### src/rtl/gcd_pkg.sv
//==============================================================================
// Module   : gcd_pkg
// Purpose  : Shared width, FSM state type and restoring-division step for the
//            gcd_engine block.
// Revision : 1.0 - initial release
//==============================================================================
`default_nettype none

package gcd_pkg;

  localparam int WIDTH  = 32;
  localparam int STEP_W = 6;
  localparam logic [STEP_W-1:0] LAST_STEP = STEP_W'(WIDTH - 1);

  typedef enum logic [1:0] {
    IDLE  = 2'd0,
    CHECK = 2'd1,
    MOD   = 2'd2,
    DONE  = 2'd3
  } state_t;

  // One restoring step: shift in the next dividend bit, subtract if it fits.
  function automatic logic [WIDTH:0] mod_step(input logic [WIDTH:0]   part,
                                               input logic             next_bit,
                                               input logic [WIDTH-1:0] divisor);
    logic [WIDTH:0] shifted;
    shifted = (part << 1) | {{WIDTH{1'b0}}, next_bit};
    if (shifted >= {1'b0, divisor}) begin
      mod_step = shifted - {1'b0, divisor};
    end else begin
      mod_step = shifted;
    end
  endfunction

endpackage

`default_nettype wire

### src/rtl/mod_unit.sv
//==============================================================================
// Module   : mod_unit
// Purpose  : Restoring shift-subtract remainder unit; done pulses exactly
//            WIDTH cycles after load with rem = dividend % divisor.
// Revision : 1.0 - initial release
//==============================================================================
`default_nettype none

module mod_unit
  import gcd_pkg::*;
(
  input  logic             clk,
  input  logic             rst,
  input  logic             load,
  input  logic [WIDTH-1:0] dividend,
  input  logic [WIDTH-1:0] divisor,
  output logic [WIDTH-1:0] rem,
  output logic             done
);

  logic [WIDTH:0]    part_q, part_d;
  logic [WIDTH-1:0]  quo_q, quo_d;
  logic [WIDTH-1:0]  div_q, div_d;
  logic [STEP_W-1:0] step_q, step_d;
  logic              busy_q, busy_d;
  logic              done_q, done_d;

  // The first step is taken on the load edge so the last one lands in time
  // for done to be visible in the WIDTH-th cycle after load.
  always_comb begin
    part_d = part_q;
    quo_d  = quo_q;
    div_d  = div_q;
    step_d = step_q;
    busy_d = busy_q;
    done_d = 1'b0;
    if (load) begin
      part_d = mod_step('0, dividend[WIDTH-1], divisor);
      quo_d  = dividend << 1;
      div_d  = divisor;
      step_d = STEP_W'(1);
      busy_d = 1'b1;
    end else if (busy_q) begin
      part_d = mod_step(part_q, quo_q[WIDTH-1], div_q);
      quo_d  = quo_q << 1;
      step_d = step_q + STEP_W'(1);
      if (step_q == LAST_STEP) begin
        busy_d = 1'b0;
        done_d = 1'b1;
      end
    end
  end

  always_ff @(posedge clk or posedge rst) begin
    if (rst) begin
      part_q <= '0;
      quo_q  <= '0;
      div_q  <= '0;
      step_q <= '0;
      busy_q <= 1'b0;
      done_q <= 1'b0;
    end else begin
      part_q <= part_d;
      quo_q  <= quo_d;
      div_q  <= div_d;
      step_q <= step_d;
      busy_q <= busy_d;
      done_q <= done_d;
    end
  end

  assign rem  = part_q[WIDTH-1:0];
  assign done = done_q;

endmodule

`default_nettype wire

### src/rtl/gcd_engine.sv
//==============================================================================
// Module   : gcd_engine
// Purpose  : Iterative Euclid GCD engine driving a sequential remainder unit.
//            Build macro GCD_STEP_COUNT_EN: y shows the iteration count instead
//            of the live remainder register b.
// Revision : 1.0 - initial release
//==============================================================================
`default_nettype none

module gcd_engine
  import gcd_pkg::*;
(
  input  logic             clk,
  input  logic             rst,
  input  logic             start,
  input  logic [WIDTH-1:0] p,
  input  logic [WIDTH-1:0] q,
  output logic [WIDTH-1:0] gcd,
  output logic [WIDTH-1:0] y
);

  state_t           state_q, state_d;
  logic [WIDTH-1:0] a_q, a_d;
  logic [WIDTH-1:0] b_q, b_d;
  logic [WIDTH-1:0] gcd_q, gcd_d;
  logic             start_q;
  logic             launch;
  logic             iter_done;
  logic             mod_load;
  logic             mod_done;
  logic [WIDTH-1:0] mod_rem;

  assign launch    = (state_q == IDLE) && start && !start_q;
  assign iter_done = (state_q == MOD) && mod_done;
  assign mod_load  = (state_q == CHECK) && (b_q != '0);

  always_comb begin
    state_d = state_q;
    a_d     = a_q;
    b_d     = b_q;
    gcd_d   = gcd_q;
    case (state_q)
      IDLE: begin
        if (launch) begin
          a_d     = p;
          b_d     = q;
          state_d = CHECK;
        end
      end
      CHECK: begin
        if (b_q == '0) begin
          gcd_d   = a_q;
          state_d = DONE;
        end else begin
          state_d = MOD;
        end
      end
      MOD: begin
        if (iter_done) begin
          a_d     = b_q;
          b_d     = mod_rem;
          state_d = CHECK;
        end
      end
      default: state_d = IDLE;
    endcase
  end

  always_ff @(posedge clk or posedge rst) begin
    if (rst) begin
      state_q <= IDLE;
      a_q     <= '0;
      b_q     <= '0;
      gcd_q   <= '0;
      start_q <= 1'b0;
    end else begin
      state_q <= state_d;
      a_q     <= a_d;
      b_q     <= b_d;
      gcd_q   <= gcd_d;
      start_q <= start;
    end
  end

  mod_unit u_mod (
    .clk      (clk),
    .rst      (rst),
    .load     (mod_load),
    .dividend (a_q),
    .divisor  (b_q),
    .rem      (mod_rem),
    .done     (mod_done)
  );

`ifdef GCD_STEP_COUNT_EN
  logic [WIDTH-1:0] cnt_q, cnt_d;

  always_comb begin
    cnt_d = cnt_q;
    if (launch) begin
      cnt_d = '0;
    end else if (iter_done) begin
      cnt_d = cnt_q + WIDTH'(1);
    end
  end

  always_ff @(posedge clk or posedge rst) begin
    if (rst) begin
      cnt_q <= '0;
    end else begin
      cnt_q <= cnt_d;
    end
  end

  assign y = cnt_q;
`else
  assign y = b_q;
`endif

  assign gcd = gcd_q;

endmodule

`default_nettype wire

### config.mk
export PLATFORM = sky130hd
export DESIGN_NAME = gcd_engine
export DESIGN_NICKNAME = d
export VERILOG_FILES = /design/src/rtl/gcd_pkg.sv /design/src/rtl/mod_unit.sv /design/src/rtl/gcd_engine.sv
export SDC_FILE = /design/constraint.sdc
export NUM_CORES = 1
export LEC_CHECK = 0
export CAP_MARGIN = 25
export CORE_ASPECT_RATIO = 0.8
export CORE_MARGIN = 2
export CORE_UTILIZATION = 51
export CTS_CLUSTER_SIZE = 16
export DETAILED_ROUTE_END_ITERATION = 7
export PLACE_DENSITY = 0.77
export RECOVER_POWER = 50
export SYNTH_ARGS = -nofsm -noshare
export SYNTH_HDL_FRONTEND = slang
export SYNTH_HIERARCHICAL = 1
export SYNTH_SLANG_ARGS = --single-unit
### constraint.sdc
create_clock -name clk -period 3.24 [get_ports clk]
set_input_delay 0.648 -clock clk [delete_from_list [all_inputs] [get_ports clk]]
set_output_delay 0.648 -clock clk [all_outputs]
set_load 0.005 [all_outputs]
==> flow_results.xml <==
<?xml version="1.0" encoding="UTF-8"?>
<metrics>
  <group name="layout">
    <metric name="syn_to_final_growth" unit="%">21.12</metric>
    <metric name="final_core_utilization" unit="%">63.36</metric>
    <metric name="post_route_cells_drive_above_1_share" unit="%">9.569</metric>
    <metric name="antenna-diode-count" unit="">0</metric>
    <metric name="finalInstanceArea" unit="mm^2">0.01319</metric>
    <metric name="count_of_placed_standard_cells_in_the_final_layout_fillers_left_out" unit="">1523</metric>
    <metric name="num-nets-final" unit="">1344</metric>
    <metric name="layout_common_cells" unit="">201 x sky130_fd_sc_hd__dfrtp_1, 126 x sky130_fd_sc_hd__clkdlybuf4s50_1, 117 x sky130_fd_sc_hd__mux2i_1, 117 x sky130_fd_sc_hd__a21oi_1, 103 x sky130_fd_sc_hd__nor2_1</metric>
    <metric name="fillCellCount" unit="">1745</metric>
    <metric name="layout.cells.most_common" unit="">sky130_fd_sc_hd__dfrtp_1</metric>
  </group>
  <group name="detailed_routing">
    <metric name="vias" unit="">8921</metric>
    <metric name="drt_pre_antenna_iters" unit="">7</metric>
    <metric name="drt_first_iter_violations" unit="">929</metric>
    <metric name="drt-wirelength-per-cell" unit="um">19.20</metric>
    <metric name="vias_per_cell" unit="">5.858</metric>
    <metric name="routed_wire_length" unit="um">29250</metric>
    <metric name="drc_violations_left" unit="">11</metric>
    <metric name="ant_nets" unit="">0</metric>
  </group>
  <group name="die">
    <metric name="die_boundary_height" unit="um">134.7</metric>
    <metric name="core_region_area" unit="mm^2">0.02082</metric>
    <metric name="num_io_pins" unit="">131</metric>
    <metric name="design.die.area" unit="mm^2">0.02254</metric>
    <metric name="initial_utilization" unit="%">52.31</metric>
    <metric name="rows" unit="">47</metric>
    <metric name="die_width" unit="um">167.4</metric>
  </group>
  <group name="clock_network">
    <metric name="cts.sinks" unit="">202</metric>
    <metric name="clk_pin_slew" unit="ns">0.06</metric>
    <metric name="cts-buffers-inserted" unit="">21</metric>
    <metric name="cts_buffer_depth" unit="">3</metric>
    <metric name="count_of_h_tree_levels_built_during_cts" unit="">1</metric>
    <metric name="clkLatencyLatePin" unit="ns">0.50</metric>
    <metric name="cts_tree" unit="">built</metric>
    <metric name="cts_root_buffer" unit="">sky130_fd_sc_hd__clkbuf_16</metric>
  </group>
  <group name="sta">
    <metric name="final.setup.tns" unit="ns">0</metric>
    <metric name="finalClockSkew" unit="ns">0.01089</metric>
    <metric name="worst_slew_pin_slew" unit="ns">1.621</metric>
    <metric name="unrepaired_setup_endpoints_after_global_routing" unit="">false</metric>
    <metric name="post_layout_minimum_cycle_time" unit="ns">3.052</metric>
    <metric name="final_min_period_over_clock_period" unit="%">94.18</metric>
    <metric name="max_freq" unit="MHz">327.7</metric>
    <metric name="max_slew_headroom" unit="%">-8.642</metric>
    <metric name="timing.final.max_slew_violations" unit="">35</metric>
    <metric name="timing_hold_violations_final" unit="">0</metric>
    <metric name="layout_setup_ws" unit="ns">0.1885</metric>
    <metric name="setup_violations" unit="">0</metric>
    <metric name="timing.hold.ws" unit="ns">0.4685</metric>
  </group>
  <group name="status">
    <metric name="status" unit="">finished with violations</metric>
    <metric name="failing_checks" unit="">DRC, capacitance limit, slew limit</metric>
  </group>
  <group name="worst_setup_path">
    <metric name="timing.critical_path.to_type" unit="">register</metric>
    <metric name="critical_path.startpoint_type" unit="">register</metric>
    <metric name="cp_data_required_time" unit="ns">3.62</metric>
    <metric name="critPathArrivalTime" unit="ns">3.43</metric>
    <metric name="critical_path_peak_fanout" unit="">4</metric>
    <metric name="worstSetupPathType" unit="">register to register</metric>
  </group>
  <group name="placement">
    <metric name="detailedPlace.worstSlack" unit="ns">0.1406</metric>
    <metric name="numPortBuffers" unit="">130</metric>
    <metric name="dpl-instance-area" unit="mm^2">0.01255</metric>
    <metric name="cells_after_dpl" unit="">1487</metric>
    <metric name="placer_congestion_estimate" unit="">0.8709</metric>
    <metric name="detailed_place_hpwl" unit="um">20780</metric>
  </group>
  <group name="synth">
    <metric name="synth_flop_cell" unit="">sky130_fd_sc_hd__dfrtp_1</metric>
    <metric name="yosys.area.top_type" unit="">sky130_fd_sc_hd__dfrtp_1</metric>
    <metric name="synth-seq-cells" unit="">202</metric>
    <metric name="yosysTopAreaCellShare" unit="%">46.42</metric>
    <metric name="synthesis.instances" unit="">1117</metric>
    <metric name="asyncSetResetFlopFracSynth" unit="%">100.0</metric>
    <metric name="synth-edff-count" unit="">0</metric>
    <metric name="synth_area_leaders" unit="">sky130_fd_sc_hd__dfrtp_1 46%, sky130_fd_sc_hd__mux2i_1 11%, sky130_fd_sc_hd__a21oi_1 5.4%, sky130_fd_sc_hd__o21ai_0 4.3%, sky130_fd_sc_hd__ha_1 4.0%</metric>
    <metric name="ys_types" unit="">67</metric>
    <metric name="syn_nets" unit="">1220</metric>
    <metric name="synthesis.yosys.warnings" unit="">6</metric>
    <metric name="seq_area_frac_synth" unit="%">46.42</metric>
    <metric name="syn_area" unit="mm^2">0.01089</metric>
    <metric name="synth_area_per_cell" unit="um^2">9.749</metric>
  </group>
  <group name="global_route">
    <metric name="wire_length_of_the_first_global_routing_pass" unit="um">46760</metric>
    <metric name="grt_pass1_vias" unit="">8423</metric>
    <metric name="grt_use_total" unit="%">26.05</metric>
    <metric name="grt_start_max_net_pins" unit="">104</metric>
    <metric name="antenna_found_initial" unit="">0</metric>
    <metric name="grt-ovfl-total" unit="">0</metric>
  </group>
  <group name="power_and_ir_drop">
    <metric name="totalPowerFinal" unit="mW">15.81</metric>
    <metric name="power-per-cell-area" unit="mW/mm^2">1198</metric>
    <metric name="power.ir.vdd_worst" unit="mV">0.5657</metric>
    <metric name="leakagePower" unit="nW">6.082</metric>
  </group>
  <group name="flow_run">
    <metric name="cap_violations" unit="">1</metric>
  </group>
  <group name="hold_path">
    <metric name="hold_path.class" unit="">register to register</metric>
  </group>
</metrics>
final timing paths:
kind,from,endpoint,slack (ns),cells past startpoint
max,u_mod/quo_q[31],u_mod/part_q[30],0.19,13
min,u_mod/done,state_q[1],0.47,1
max reg2reg,u_mod/quo_q[31],u_mod/part_q[30],0.19,13
min reg2reg,u_mod/done,state_q[1],0.47,1
max in group asynchronous,rst,y[12],0.52,3
min in group asynchronous,rst,gcd[25],1.05,2
flip-flops by register name (all words and copies together), names as in the netlist:
signal and flops:
u_mod/done 1, u_mod/step_q 6, u_mod/div_q 32, u_mod/busy_q 1
y 32, a_q 32, u_mod/quo_q 31, gcd 32
u_mod/part_q 32, start_q 1, state_q 2
per-layer routing:
metal,track usage (%),part of all wire [%],vias to the layer above
met2,40.30,45,345
met1,38.78,46,4328
met5,0,0,-
met4,6.135,1.9,0
li1,-,-,4203
met3,4.220,7.2,45
power breakdown:
part,internal [mW],total (mW),switching (mW)
combinational,3.98,8.77,4.80
clock,1.40,2.39,0.986
sequential,3.61,4.65,1.04
kinds of logic after synthesis:
kind of cell / Yosys count / synth area share, %
DFF: 202 / 46.42
AOI/OAI and AO/OA: 306 / 16.44
muxes: 150 / 14.17
buffers and inverters: 110 / 4.562
xor gates and xnor gates: 30 / 2.413
and+or+nand+nor: 283 / 11.79
adders and majority gates: 36 / 4.205
synth_stat cells, types with 5 or more instances:
library cell	number
sky130_fd_sc_hd__a21o_1	12
sky130_fd_sc_hd__a21oi_1	118
sky130_fd_sc_hd__and2_1	5
sky130_fd_sc_hd__and3_1	5
sky130_fd_sc_hd__buf_2	27
sky130_fd_sc_hd__buf_6	5
sky130_fd_sc_hd__clkbuf_1	25
sky130_fd_sc_hd__dfrtp_1	202
sky130_fd_sc_hd__ha_1	35
sky130_fd_sc_hd__inv_1	49
sky130_fd_sc_hd__mux2_2	31
sky130_fd_sc_hd__mux2i_1	117
sky130_fd_sc_hd__nand2_1	101
sky130_fd_sc_hd__nand3_1	10
sky130_fd_sc_hd__nand4_1	8
sky130_fd_sc_hd__nor2_1	104
sky130_fd_sc_hd__nor3_1	6
sky130_fd_sc_hd__nor4_1	19
sky130_fd_sc_hd__o211ai_1	8
sky130_fd_sc_hd__o21a_1	14
sky130_fd_sc_hd__o21ai_0	94
sky130_fd_sc_hd__o21ai_1	18
sky130_fd_sc_hd__o22ai_1	5
sky130_fd_sc_hd__xnor2_1	19
sky130_fd_sc_hd__xor2_1	11
worst max-delay path, cell delays in order (launching register included):
cell and delay, ns:
sky130_fd_sc_hd__dfrtp_1 0.38, sky130_fd_sc_hd__inv_1 0.07, sky130_fd_sc_hd__ha_1 0.17, sky130_fd_sc_hd__inv_1 0.06, sky130_fd_sc_hd__fa_1 0.40, sky130_fd_sc_hd__a21o_1 0.23
sky130_fd_sc_hd__a2111oi_4 0.34, sky130_fd_sc_hd__a211o_2 0.22, sky130_fd_sc_hd__a21oi_2 0.07, sky130_fd_sc_hd__a31o_4 0.27, sky130_fd_sc_hd__a211o_1 0.30, sky130_fd_sc_hd__a21oi_2 0.15
sky130_fd_sc_hd__xor2_1 0.15, sky130_fd_sc_hd__o22ai_1 0.11
cell type report:
class,count,area [um^2],share of cell area [%]
Multi-Input combinational cell,805,5363,40.66
Sequential cell,202,5056,38.34
Timing Repair Buffer,162,1570,11.91
Clock buffer,27,568.0,4.307
Tap cell,269,336.6,2.552
Inverter,49,188.9,1.433
Clock inverter,9,106.4,0.8064
timing repair:
item / in CTS / in global routing
hold buffers: 0 / 0
gates resized for setup: 0 / 1
buffers inserted: 0 / 0
endpoints found under the hold margin: 0 / 0
setup endpoints to repair: 0 / 14
No activity file was read; power rests on OpenSTA's default activity.
